--- src/rtl/axi4lite_pkg.sv ---
// Shared constants and FSM state type for the two-requester AXI4-Lite arbiter.
package axi4lite_pkg;
  localparam int AXI_ADDR_WIDTH_DEF = 32;
  localparam int AXI_DATA_WIDTH_DEF = 32;

  localparam logic [1:0] RESP_OKAY   = 2'b00;
  localparam logic [1:0] RESP_EXOKAY = 2'b01;
  localparam logic [1:0] RESP_SLVERR = 2'b10;
  localparam logic [1:0] RESP_DECERR = 2'b11;

  typedef enum logic [2:0] {
    IDLE    = 3'd0,
    WR_ADDR = 3'd1,
    WR_RESP = 3'd2,
    RD_ADDR = 3'd3,
    RD_DATA = 3'd4
  } arb_state_t;
endpackage

--- src/rtl/axi4lite_arb2_if.sv ---
// Bundle of the two upstream AXI4-Lite ports (S, packed [1:0]) and the downstream port (M).
interface axi4lite_arb2_if
  import axi4lite_pkg::*;
#(
  parameter int AXI_ADDR_WIDTH = AXI_ADDR_WIDTH_DEF,
  parameter int AXI_DATA_WIDTH = AXI_DATA_WIDTH_DEF
);
  // Every channel transfers on a rising edge where VALID and READY are both high; a
  // source holds VALID and its payload steady until that edge and never withdraws it.
  logic [1:0]                     S_AW_VALID, S_W_VALID, S_AR_VALID, S_B_READY, S_R_READY;
  logic [1:0][AXI_ADDR_WIDTH-1:0] S_AW_ADDR, S_AR_ADDR;
  logic [1:0][AXI_DATA_WIDTH-1:0] S_W_DATA;
  logic [1:0]                     S_AW_READY, S_W_READY, S_AR_READY, S_B_VALID, S_R_VALID;
  logic [1:0][1:0]                S_B_RESP, S_R_RESP;
  logic [1:0][AXI_DATA_WIDTH-1:0] S_R_DATA;

  logic                      M_AW_VALID, M_W_VALID, M_AR_VALID, M_B_READY, M_R_READY;
  logic [AXI_ADDR_WIDTH-1:0] M_AW_ADDR, M_AR_ADDR;
  logic [AXI_DATA_WIDTH-1:0] M_W_DATA;
  logic                      M_AW_READY, M_W_READY, M_AR_READY, M_B_VALID, M_R_VALID;
  logic [1:0]                M_B_RESP, M_R_RESP;
  logic [AXI_DATA_WIDTH-1:0] M_R_DATA;

  logic GRANT, BUSY;

  // slave: the arbiter's view; master: the surrounding masters and downstream slave.
  modport slave (
    input  S_AW_VALID, S_W_VALID, S_AR_VALID, S_B_READY, S_R_READY,
    input  S_AW_ADDR, S_AR_ADDR, S_W_DATA,
    output S_AW_READY, S_W_READY, S_AR_READY, S_B_VALID, S_R_VALID,
    output S_B_RESP, S_R_RESP, S_R_DATA,
    output M_AW_VALID, M_W_VALID, M_AR_VALID, M_B_READY, M_R_READY,
    output M_AW_ADDR, M_AR_ADDR, M_W_DATA,
    input  M_AW_READY, M_W_READY, M_AR_READY, M_B_VALID, M_R_VALID,
    input  M_B_RESP, M_R_RESP, M_R_DATA,
    output GRANT, BUSY
  );

  modport master (
    output S_AW_VALID, S_W_VALID, S_AR_VALID, S_B_READY, S_R_READY,
    output S_AW_ADDR, S_AR_ADDR, S_W_DATA,
    input  S_AW_READY, S_W_READY, S_AR_READY, S_B_VALID, S_R_VALID,
    input  S_B_RESP, S_R_RESP, S_R_DATA,
    input  M_AW_VALID, M_W_VALID, M_AR_VALID, M_B_READY, M_R_READY,
    input  M_AW_ADDR, M_AR_ADDR, M_W_DATA,
    output M_AW_READY, M_W_READY, M_AR_READY, M_B_VALID, M_R_VALID,
    output M_B_RESP, M_R_RESP, M_R_DATA,
    input  GRANT, BUSY
  );
endinterface

--- src/rtl/axi4lite_rr_arb2.sv ---
// Combinational 2-way round-robin pick: on a tie the requester that did not win last goes.
module axi4lite_rr_arb2 (
  input  logic [1:0] req,
  input  logic       last_grant,
  output logic       grant_valid,
  output logic       grant_idx
);
  assign grant_valid = |req;

  always_comb begin
    grant_idx = 1'b0;
    if (req[0] && req[1]) grant_idx = ~last_grant;
    else                  grant_idx = req[1];
  end
endmodule

--- src/rtl/axi4lite_arb2.sv ---
// Two-requester AXI4-Lite arbiter: one transaction in flight, round-robin between S0/S1.
// The FSM only tracks ownership; every channel is a combinational pass-through to the owner.
module axi4lite_arb2
  import axi4lite_pkg::*;
#(
  parameter int AXI_ADDR_WIDTH = AXI_ADDR_WIDTH_DEF,
  parameter int AXI_DATA_WIDTH = AXI_DATA_WIDTH_DEF
) (
  input  logic           A_CLK,
  input  logic           A_RST,
  axi4lite_arb2_if.slave bus,
  output arb_state_t     dbg_state
);
  arb_state_t state;
  logic       g, last_grant, busy, aw_done, w_done;
  logic [1:0] wreq, rreq, req;
  logic       grant_valid, grant_idx;
  logic       aw_hs, w_hs, ar_hs, b_hs, r_hs;

  logic [1:0]                     s_aw_ready, s_w_ready, s_ar_ready, s_b_valid, s_r_valid;
  logic [1:0][1:0]                s_b_resp, s_r_resp;
  logic [1:0][AXI_DATA_WIDTH-1:0] s_r_data;
  logic                           m_aw_valid, m_w_valid, m_ar_valid, m_b_ready, m_r_ready;
  logic [AXI_ADDR_WIDTH-1:0]      m_aw_addr, m_ar_addr;
  logic [AXI_DATA_WIDTH-1:0]      m_w_data;

  assign wreq = bus.S_AW_VALID & bus.S_W_VALID;
  assign rreq = bus.S_AR_VALID;
  assign req  = wreq | rreq;

  axi4lite_rr_arb2 u_rr (
    .req         (req),
    .last_grant  (last_grant),
    .grant_valid (grant_valid),
    .grant_idx   (grant_idx)
  );

  assign aw_hs = m_aw_valid & bus.M_AW_READY;
  assign w_hs  = m_w_valid  & bus.M_W_READY;
  assign ar_hs = m_ar_valid & bus.M_AR_READY;
  assign b_hs  = bus.M_B_VALID & m_b_ready;
  assign r_hs  = bus.M_R_VALID & m_r_ready;

  always_ff @(posedge A_CLK or posedge A_RST) begin
    if (A_RST) begin
      state      <= IDLE;
      g          <= 1'b0;
      last_grant <= 1'b1;
      busy       <= 1'b0;
      aw_done    <= 1'b0;
      w_done     <= 1'b0;
    end else begin
      case (state)
        IDLE: if (grant_valid) begin
          g     <= grant_idx;
          busy  <= 1'b1;
          state <= wreq[grant_idx] ? WR_ADDR : RD_ADDR;
        end
        // AW and W may complete in either order; the flags stop a second issue.
        WR_ADDR: begin
          if ((aw_done || aw_hs) && (w_done || w_hs)) begin
            aw_done <= 1'b0;
            w_done  <= 1'b0;
            state   <= WR_RESP;
          end else begin
            if (aw_hs) aw_done <= 1'b1;
            if (w_hs)  w_done  <= 1'b1;
          end
        end
        WR_RESP: if (b_hs) begin
          last_grant <= g;
          busy       <= 1'b0;
          state      <= IDLE;
        end
        RD_ADDR: if (ar_hs) state <= RD_DATA;
        RD_DATA: if (r_hs) begin
          last_grant <= g;
          busy       <= 1'b0;
          state      <= IDLE;
        end
        default: begin
          busy  <= 1'b0;
          state <= IDLE;
        end
      endcase
    end
  end

  always_comb begin
    s_aw_ready = '0;
    s_w_ready  = '0;
    s_ar_ready = '0;
    s_b_valid  = '0;
    s_r_valid  = '0;
    s_b_resp   = '0;
    s_r_resp   = '0;
    s_r_data   = '0;
    m_aw_valid = 1'b0;
    m_w_valid  = 1'b0;
    m_ar_valid = 1'b0;
    m_b_ready  = 1'b0;
    m_r_ready  = 1'b0;
    m_aw_addr  = '0;
    m_ar_addr  = '0;
    m_w_data   = '0;
    case (state)
      WR_ADDR: begin
        m_aw_valid    = bus.S_AW_VALID[g] & ~aw_done;
        m_w_valid     = bus.S_W_VALID[g] & ~w_done;
        m_aw_addr     = bus.S_AW_ADDR[g];
        m_w_data      = bus.S_W_DATA[g];
        s_aw_ready[g] = bus.M_AW_READY & ~aw_done;
        s_w_ready[g]  = bus.M_W_READY & ~w_done;
      end
      WR_RESP: begin
        s_b_valid[g] = bus.M_B_VALID;
        s_b_resp[g]  = bus.M_B_RESP;
        m_b_ready    = bus.S_B_READY[g];
      end
      RD_ADDR: begin
        m_ar_valid    = bus.S_AR_VALID[g];
        m_ar_addr     = bus.S_AR_ADDR[g];
        s_ar_ready[g] = bus.M_AR_READY;
      end
      RD_DATA: begin
        s_r_valid[g] = bus.M_R_VALID;
        s_r_data[g]  = bus.M_R_DATA;
        s_r_resp[g]  = bus.M_R_RESP;
        m_r_ready    = bus.S_R_READY[g];
      end
      default: ;
    endcase
  end

  assign bus.S_AW_READY = s_aw_ready;
  assign bus.S_W_READY  = s_w_ready;
  assign bus.S_AR_READY = s_ar_ready;
  assign bus.S_B_VALID  = s_b_valid;
  assign bus.S_R_VALID  = s_r_valid;
  assign bus.S_B_RESP   = s_b_resp;
  assign bus.S_R_RESP   = s_r_resp;
  assign bus.S_R_DATA   = s_r_data;
  assign bus.M_AW_VALID = m_aw_valid;
  assign bus.M_W_VALID  = m_w_valid;
  assign bus.M_AR_VALID = m_ar_valid;
  assign bus.M_B_READY  = m_b_ready;
  assign bus.M_R_READY  = m_r_ready;
  assign bus.M_AW_ADDR  = m_aw_addr;
  assign bus.M_AR_ADDR  = m_ar_addr;
  assign bus.M_W_DATA   = m_w_data;
  assign bus.GRANT      = g;
  assign bus.BUSY       = busy;
  assign dbg_state      = state;

  // A granted requester withdrawing VALID before its handshake is unsupported.
  a_aw_hold: assert property (@(posedge A_CLK) disable iff (A_RST)
    (state == WR_ADDR && !aw_done) |-> bus.S_AW_VALID[g]);
  a_w_hold: assert property (@(posedge A_CLK) disable iff (A_RST)
    (state == WR_ADDR && !w_done) |-> bus.S_W_VALID[g]);
  a_ar_hold: assert property (@(posedge A_CLK) disable iff (A_RST)
    (state == RD_ADDR) |-> bus.S_AR_VALID[g]);
endmodule

--- src/flat_wrapper.sv ---
// flat-port wrapper written by rule: the top's interface ports become plain ports
module axi4lite_arb2_flat import axi4lite_pkg::*;
#(
  parameter int AXI_ADDR_WIDTH = AXI_ADDR_WIDTH_DEF,
  parameter int AXI_DATA_WIDTH = AXI_DATA_WIDTH_DEF
)
  (A_CLK, A_RST, dbg_state, bus_S_AW_VALID, bus_S_W_VALID, bus_S_AR_VALID, bus_S_B_READY, bus_S_R_READY, bus_S_AW_ADDR, bus_S_AR_ADDR, bus_S_W_DATA, bus_S_AW_READY, bus_S_W_READY, bus_S_AR_READY, bus_S_B_VALID, bus_S_R_VALID, bus_S_B_RESP, bus_S_R_RESP, bus_S_R_DATA, bus_M_AW_VALID, bus_M_W_VALID, bus_M_AR_VALID, bus_M_B_READY, bus_M_R_READY, bus_M_AW_ADDR, bus_M_AR_ADDR, bus_M_W_DATA, bus_M_AW_READY, bus_M_W_READY, bus_M_AR_READY, bus_M_B_VALID, bus_M_R_VALID, bus_M_B_RESP, bus_M_R_RESP, bus_M_R_DATA, bus_GRANT, bus_BUSY);
  axi4lite_arb2_if #(.AXI_ADDR_WIDTH(AXI_ADDR_WIDTH), .AXI_DATA_WIDTH(AXI_DATA_WIDTH)) bus_i ();
  input  logic A_CLK;
  input  logic A_RST;
  output arb_state_t dbg_state;
  input wire logic [$bits(bus_i.S_AW_VALID)-1:0] bus_S_AW_VALID;
  input wire logic [$bits(bus_i.S_W_VALID)-1:0] bus_S_W_VALID;
  input wire logic [$bits(bus_i.S_AR_VALID)-1:0] bus_S_AR_VALID;
  input wire logic [$bits(bus_i.S_B_READY)-1:0] bus_S_B_READY;
  input wire logic [$bits(bus_i.S_R_READY)-1:0] bus_S_R_READY;
  input wire logic [$bits(bus_i.S_AW_ADDR)-1:0] bus_S_AW_ADDR;
  input wire logic [$bits(bus_i.S_AR_ADDR)-1:0] bus_S_AR_ADDR;
  input wire logic [$bits(bus_i.S_W_DATA)-1:0] bus_S_W_DATA;
  output wire logic [$bits(bus_i.S_AW_READY)-1:0] bus_S_AW_READY;
  output wire logic [$bits(bus_i.S_W_READY)-1:0] bus_S_W_READY;
  output wire logic [$bits(bus_i.S_AR_READY)-1:0] bus_S_AR_READY;
  output wire logic [$bits(bus_i.S_B_VALID)-1:0] bus_S_B_VALID;
  output wire logic [$bits(bus_i.S_R_VALID)-1:0] bus_S_R_VALID;
  output wire logic [$bits(bus_i.S_B_RESP)-1:0] bus_S_B_RESP;
  output wire logic [$bits(bus_i.S_R_RESP)-1:0] bus_S_R_RESP;
  output wire logic [$bits(bus_i.S_R_DATA)-1:0] bus_S_R_DATA;
  output wire logic [$bits(bus_i.M_AW_VALID)-1:0] bus_M_AW_VALID;
  output wire logic [$bits(bus_i.M_W_VALID)-1:0] bus_M_W_VALID;
  output wire logic [$bits(bus_i.M_AR_VALID)-1:0] bus_M_AR_VALID;
  output wire logic [$bits(bus_i.M_B_READY)-1:0] bus_M_B_READY;
  output wire logic [$bits(bus_i.M_R_READY)-1:0] bus_M_R_READY;
  output wire logic [$bits(bus_i.M_AW_ADDR)-1:0] bus_M_AW_ADDR;
  output wire logic [$bits(bus_i.M_AR_ADDR)-1:0] bus_M_AR_ADDR;
  output wire logic [$bits(bus_i.M_W_DATA)-1:0] bus_M_W_DATA;
  input wire logic [$bits(bus_i.M_AW_READY)-1:0] bus_M_AW_READY;
  input wire logic [$bits(bus_i.M_W_READY)-1:0] bus_M_W_READY;
  input wire logic [$bits(bus_i.M_AR_READY)-1:0] bus_M_AR_READY;
  input wire logic [$bits(bus_i.M_B_VALID)-1:0] bus_M_B_VALID;
  input wire logic [$bits(bus_i.M_R_VALID)-1:0] bus_M_R_VALID;
  input wire logic [$bits(bus_i.M_B_RESP)-1:0] bus_M_B_RESP;
  input wire logic [$bits(bus_i.M_R_RESP)-1:0] bus_M_R_RESP;
  input wire logic [$bits(bus_i.M_R_DATA)-1:0] bus_M_R_DATA;
  output wire logic [$bits(bus_i.GRANT)-1:0] bus_GRANT;
  output wire logic [$bits(bus_i.BUSY)-1:0] bus_BUSY;
  assign bus_i.S_AW_VALID = bus_S_AW_VALID;
  assign bus_i.S_W_VALID = bus_S_W_VALID;
  assign bus_i.S_AR_VALID = bus_S_AR_VALID;
  assign bus_i.S_B_READY = bus_S_B_READY;
  assign bus_i.S_R_READY = bus_S_R_READY;
  assign bus_i.S_AW_ADDR = bus_S_AW_ADDR;
  assign bus_i.S_AR_ADDR = bus_S_AR_ADDR;
  assign bus_i.S_W_DATA = bus_S_W_DATA;
  assign bus_S_AW_READY = bus_i.S_AW_READY;
  assign bus_S_W_READY = bus_i.S_W_READY;
  assign bus_S_AR_READY = bus_i.S_AR_READY;
  assign bus_S_B_VALID = bus_i.S_B_VALID;
  assign bus_S_R_VALID = bus_i.S_R_VALID;
  assign bus_S_B_RESP = bus_i.S_B_RESP;
  assign bus_S_R_RESP = bus_i.S_R_RESP;
  assign bus_S_R_DATA = bus_i.S_R_DATA;
  assign bus_M_AW_VALID = bus_i.M_AW_VALID;
  assign bus_M_W_VALID = bus_i.M_W_VALID;
  assign bus_M_AR_VALID = bus_i.M_AR_VALID;
  assign bus_M_B_READY = bus_i.M_B_READY;
  assign bus_M_R_READY = bus_i.M_R_READY;
  assign bus_M_AW_ADDR = bus_i.M_AW_ADDR;
  assign bus_M_AR_ADDR = bus_i.M_AR_ADDR;
  assign bus_M_W_DATA = bus_i.M_W_DATA;
  assign bus_i.M_AW_READY = bus_M_AW_READY;
  assign bus_i.M_W_READY = bus_M_W_READY;
  assign bus_i.M_AR_READY = bus_M_AR_READY;
  assign bus_i.M_B_VALID = bus_M_B_VALID;
  assign bus_i.M_R_VALID = bus_M_R_VALID;
  assign bus_i.M_B_RESP = bus_M_B_RESP;
  assign bus_i.M_R_RESP = bus_M_R_RESP;
  assign bus_i.M_R_DATA = bus_M_R_DATA;
  assign bus_GRANT = bus_i.GRANT;
  assign bus_BUSY = bus_i.BUSY;
  axi4lite_arb2 #(.AXI_ADDR_WIDTH(AXI_ADDR_WIDTH), .AXI_DATA_WIDTH(AXI_DATA_WIDTH)) u_core (.A_CLK(A_CLK), .A_RST(A_RST), .bus(bus_i), .dbg_state(dbg_state));
endmodule
--- config.mk ---
export PLATFORM = sky130hd
export DESIGN_NAME = axi4lite_arb2_flat
export DESIGN_NICKNAME = d
export VERILOG_FILES = /design/src/rtl/axi4lite_pkg.sv /design/src/rtl/axi4lite_arb2_if.sv /design/src/rtl/axi4lite_rr_arb2.sv /design/src/rtl/axi4lite_arb2.sv /design/src/flat_wrapper.sv
export SDC_FILE = /design/constraint.sdc
export NUM_CORES = 1
export LEC_CHECK = 0
export ABC_AREA = 1
export ABC_CLOCK_PERIOD_IN_PS = 3480
export BUFFER_PORTS_ARGS = -buffer_cell sky130_fd_sc_hd__buf_4
export CAP_MARGIN = 20
export CORE_AREA = 2 2 166 168
export DETAILED_ROUTE_END_ITERATION = 8
export DIE_AREA = 0 0 168 170
export PLACE_DENSITY = 0.45
export SLEW_MARGIN = 30
export SYNTH_ARGS = -nofsm -noshare
export SYNTH_HDL_FRONTEND = slang
export SYNTH_SLANG_ARGS = --single-unit
--- constraint.sdc ---
create_clock -name A_CLK -period 3.48 [get_ports A_CLK]
set_input_delay 0.174 -clock A_CLK [delete_from_list [all_inputs] [get_ports A_CLK]]
set_output_delay 0.174 -clock A_CLK [all_outputs]
set_load 0.01 [all_outputs]
Yosys cells after proc, flatten, opt, wreduce, memory -nomap -nowiden

Index checks and enable logic that the tools add are counted.

Flip-flop bits (word level): 8
Bits in latches: 0
RAM bits: 0
Memory bits (read-only): 0
Bits of input ports: 245
Logic and storage cells: 117
Memories kept: 0

Add/subtract/negate cells: 0
Multipliers: 0
Divide/modulo/power cells: 0
Magnitude comparators: 3
Eq/ne operators: 9
Shift-type cells: 0
Mux-type cells: 59
Bitwise logic cells: 23
Reduce and logical (&&, ||, !) cells: 17

Operator list:

| cell               | number |
|---|---|
| $mux 32            | 10 |
| $and 64x64->64     | 1 |
| $mux 64            | 1 |
| $demux 32 s1       | 1 |
| $mux 1             | 28 |
| $mux 3             | 5 |
| $pmux 3 s5         | 1 |
| $mux 2             | 7 |
| $and 2x2->2        | 6 |
| $ne 2x1->1 const B | 5 |
| $and 1x1->1        | 9 |
| $and 4x4->4        | 2 |
| $mux 4             | 2 |
| $eq 3x2->1 const B | 2 |
| $reduce_and 2->1   | 3 |
| $reduce_bool 2->1  | 3 |
| $reduce_and 5->1   | 1 |
| $lt 1x2->1 const B | 2 |
| $not 1->1          | 4 |
| $pmux 1 s4         | 1 |
| $reduce_and 4->1   | 1 |
| $reduce_or 2->1    | 2 |
| $eq 3x1->1 const B | 1 |
| $eq 3x3->1 const B | 1 |
| other kinds (9)    | 12 |

Logic depth before layout (Yosys ltp)

Depth in word-level cells: 9
Mapped depth: 10

Modules after synthesis

Synthesis repeated with hierarchy kept, for this count alone.

Cell total of the unflattened synthesis: 616
Area, all modules: 2691.3 um2

Modules (own cells, without submodules):

| module           | times used | cells an instance | area each (um2) |
|---|---|---|---|
| axi4lite_arb2    | 1          | 613               | 2676.3 |
| axi4lite_rr_arb2 | 1          | 3                 | 15.0 |

Least setup slack after synthesis

OpenSTA, ideal clock, no wires.

Path type: reg-to-output
Start: reg u_core.g, in the netlist u_core.bus.GRANT
End: out bus_S_AR_READY[0]
Data arrival time: 1.220 ns
Setup slack: 2.086 ns
Cell stages (with the launch flop): 5
Buffers on the path: 3
Path through: dfrtp_1 buf_4 buf_4 buf_2 nor3_1

Word-level cells in the longest chain between the ends: 6

Ends and longest elaborated chain:

| what                                                                  | RTL line             | RTL |
|---|---|---|
| start: declaration                                                    | axi4lite_arb2.sv:15  | `logic g, last_grant, busy, aw_done, w_done;` |
| start signal: assignment                                              | axi4lite_arb2.sv:55  | `g <= grant_idx;` |
| $lt 1x2->1 (not written as such) / $ge 1x1->1 (equally long branches) | axi4lite_arb2.sv:123 | `s_ar_ready[g] = bus.M_AR_READY;` |
| $logic_and 1x1->1 (not written as such)                               | axi4lite_arb2.sv:123 |  |
| $mux 1 (not written as such)                                          | axi4lite_arb2.sv:123 |  |
| $demux 1 s1 (*)                                                       | --                   |  |
| $and 2x2->2 (no source line) (*)                                      | --                   |  |
| $mux 2 (*)                                                            | axi4lite_arb2.sv:106 | `case (state)` |
| end: declaration                                                      | flat_wrapper.sv:22   | `output wire logic [$bits(bus_i.S_AR_READY)-1:0] bus_S_AR_READY;` |

Mark *: on every way between the ends. The rest lies on a longest branch, timed or not.

Final worst setup path

Start: reg u_core.g, in the netlist u_core.bus.GRANT
End: out bus_S_R_DATA[18]

Word-level cells in the longest chain between the ends: 6

Ends and longest elaborated chain:

| what                                                                  | RTL line             | RTL |
|---|---|---|
| $lt 1x2->1 (not written as such) / $ge 1x1->1 (equally long branches) | axi4lite_arb2.sv:127 | `s_r_data[g] = bus.M_R_DATA;` |
| $logic_and 1x1->1 (not written as such)                               | axi4lite_arb2.sv:127 |  |
| $mux 32 (not written as such)                                         | axi4lite_arb2.sv:127 |  |
| $demux 32 s1 (*)                                                      | --                   |  |
| $and 64x64->64 (no source line) (*)                                   | --                   |  |
| $mux 64 (*)                                                           | axi4lite_arb2.sv:106 |  |
| end: declaration                                                      | flat_wrapper.sv:27   | `output wire logic [$bits(bus_i.S_R_DATA)-1:0] bus_S_R_DATA;` |

Marks and branches as above.

==> results.py <==
metrics = {
    "outcome": {
        "status": "finished clean",
    },
    "synth": {
        "synth_fp_nets": 860,
        "synth.avg_cell_area_sq_um": 4.34,
        "yosysWarnings": 0,
        "synth_edf_count": 0,
        "yosys.area.top_type": "nand2_1",
        "synth_area_sq_um": 2670,
        "ys.flop_type": "dfrtp_1",
        "synth_top_cells_by_area": "nand2_1 (42%), a21oi_1 (13%), inv_1 (12%)",
        "synth.top_cells.by_count": "nand2_1 (299), inv_1 (85), nor2_1 (81)",
        "synthArstFlopShare_pct": 100,
        "ys_ff_latch": 8,
        "yosysSeqAreaShare_pct": 7.54,
        "synth_top_area_share_pct": 42.0,
        "synth_cell_type_count": 20,
        "synth.most_common_cell": "nand2_1",
        "synth_cells": 615,
    },
    "global_routing": {
        "grt_use_total_pct": 12.3,
        "grt_max_degree": 97,
        "grt_pass1_wl_um": 27600,
        "grt-ovfl-total": 0,
        "antenna_found_initial": 0,
        "grt_pass1_vias": 4912,
    },
    "floorplan": {
        "fp.dieH_um": 170,
        "num_rows": 60,
        "die_x_um": 168,
        "coreArea_sq_um": 26700,
        "ioPinCount": 433,
        "die_area_sq_um": 28600,
        "start_util_pct": 10.0,
    },
    "sta": {
        "slew_headroom_pct": 53.1,
        "drv_slew": 0,
        "tns_ns": 0,
        "finClkSkew_ns": 0.000658,
        "fin_crit_sh_pct": 69.7,
        "finalHoldViolCount": 0,
        "timing.final.crit_period_ns": 2.42,
        "tightest_slew_ns": 0.702,
        "rsz0062_at_grt": "no",
        "setup_viol": 0,
        "fmax_mhz": 412,
    },
    "critical_path": {
        "worst-path-max-fanout": 41,
        "critPathKind": "flop to output pin",
        "required_ns": 3.31,
        "cp-end-kind": "output pin",
        "startpoint_type": "flop",
        "worstPathArrival_ns": 2.25,
    },
    "clocking": {
        "cts.sinks": 8,
        "clk-insertion-delay-late_ns": 0.23,
        "post_cts_resized": 0,
        "cts_made_buffers": 3,
        "cts_tree": "yes",
        "cts_buffer_depth": 2,
        "post-cts-setup-buffers": 0,
        "h-tree-depth": 1,
        "clk_pin_slew_ns": 0.04,
        "root_buffer": "clkbuf_16",
    },
    "power": {
        "clkPwrFrac_pct": 6.1,
        "netSwitchingFraction_pct": 55.8,
        "vdd_drop_max_v": 0.000298,
        "total_leakage_power_nw": 3.98,
        "pwr-share-seq_pct": 8.2,
        "p_sw_mw": 1.84,
        "p_int_mw": 1.46,
        "power.density_nw_per_um2": 523,
        "power_frac_comb_pct": 85.7,
    },
    "min_path": {
        "hp-class": "input port to flop",
    },
    "finish": {
        "area_growth_pct": 136,
        "stdcell_count": 1359,
        "design_area_sq_um": 6290,
        "n_antenna_cell": 0,
        "layout-drive-gt1-share_pct": 44.4,
        "nNetsFinal": 1264,
    },
    "route": {
        "wl_um": 19200,
        "dr.pass1.iters": 4,
        "drc": 0,
        "dr_total_vias": 5050,
        "first_iter_violations": 138,
        "viasPerCell": 3.72,
        "ant_nets": 0,
        "wire_per_inst_um": 14.1,
    },
    "placed_design": {
        "place.gp.congestion": 0.725,
        "port_buffers": 432,
        "hpwl_um": 16300,
        "dp.cells": 1354,
        "place_area_sq_um": 6210,
    },
    "run": {
        "maxCapViolations": 0,
    },
}
-- per-layer routing --
metal | part of all wire (%) | global-route usage (%) | vias up
met1 | 40 | 15.0 | 2136
met4 | 0.75 | 1.89 | 0
met3 | 9.7 | 3.02 | 10
met2 | 49 | 22.2 | 282
li1 | - | - | 2622
met5 | 0 | 0 | -
-- kinds of logic (layout without fill, tap and decap cells) --
kind of cell / count (synthesis) / count (layout) / synth area share (%)
and+or+nand+nor: 403 / 403 / 58.2
DFF: 8 / 8 / 7.54
AOI/OAI and AO/OA: 76 / 76 / 14.7
buffers and inverters: 128 / 531 / 19.6
-- repair_timing --
| action | in CTS | in global routing |
|---|---|---|
| endpoints found under the setup margin | 0 | 0 |
| endpoints found under the hold margin | 7 | 0 |
| hold buffers | 1 | 0 |
-- state kept, by name, indices dropped and copies added, names as in the netlist --
| signal | count |
|---|---|
| u_core.w_done | 1 |
| u_core.bus.BUSY | 1 |
| u_core.aw_done | 1 |
| u_core.bus.GRANT | 1 |
| u_core.dbg_state | 3 |
| u_core.last_grant | 1 |
-- worst max-delay path, stage by stage, from the launching register on --
cell and delay, ns:
dfrtp_4 0.75, clkinv_2 0.34, nand2_2 0.60, nor2_1 0.11, buf_4 0.18
-- cell usage in the layout, fill, tap and decap left out, types with 2 or more instances in the layout --
cell type,instances
nand2_1,299
nor3_1,11
a21boi_0,2
nand2_2,2
a21oi_1,67
nor2_2,2
nor2_1,81
o21ai_0,5
inv_1,85
clkbuf_16,3
buf_4,436
dfrtp_1,6
inv_2,3
nand3_1,6
-- metrics by stage --
stage               hold WS, ns  power [mW]  utilization (%)  worst slack, ns
floorplan               -0.0111        1.74                -             2.09
global placement          0.152        3.17             23.3             1.19
detailed placement        0.151        3.15             23.3             1.17
CTS                       0.203        3.37             23.6             1.02
global route              0.232        3.64             23.6            0.853
finish                    0.198        3.29             23.6             1.06
-- power by group through the flow --
stage | sequential [mW] | clock [mW] | combinational (mW)
after floorplan | 0.187 | 0 | 1.55
after CTS | 0.278 | 0.202 | 2.89
after detailed placement | 0.279 | 0 | 2.88
final | 0.269 | 0.201 | 2.82
after global routing | 0.290 | 0.210 | 3.14
after global placement | 0.277 | 0 | 2.89
-- cell type report --
cell class	instances	area [sq um]
fillers	3100	20400
repair buffers	438	3300
multi-input cells	479	1950
well taps	341	427
inverters	89	335
flip-flops and latches	8	205
clock buffers	4	78.8
-- worst paths after layout --
path / startpoint / end / slack [ns] / cells after the start
max: u_core.bus.GRANT / bus_S_R_DATA[18] / 1.06 / 4
min: bus_M_AR_READY / u_core.dbg_state[2] / 0.20 / 3
max reg2reg: u_core.bus.GRANT / u_core.dbg_state[1] / 1.27 / 10
min reg2reg: u_core.last_grant / u_core.last_grant / 0.51 / 2
max in group asynchronous: A_RST / u_core.last_grant / 2.74 / 3
min in group asynchronous: A_RST / u_core.dbg_state[2] / 0.45 / 3
No activity file was read; power rests on OpenSTA's default activity.
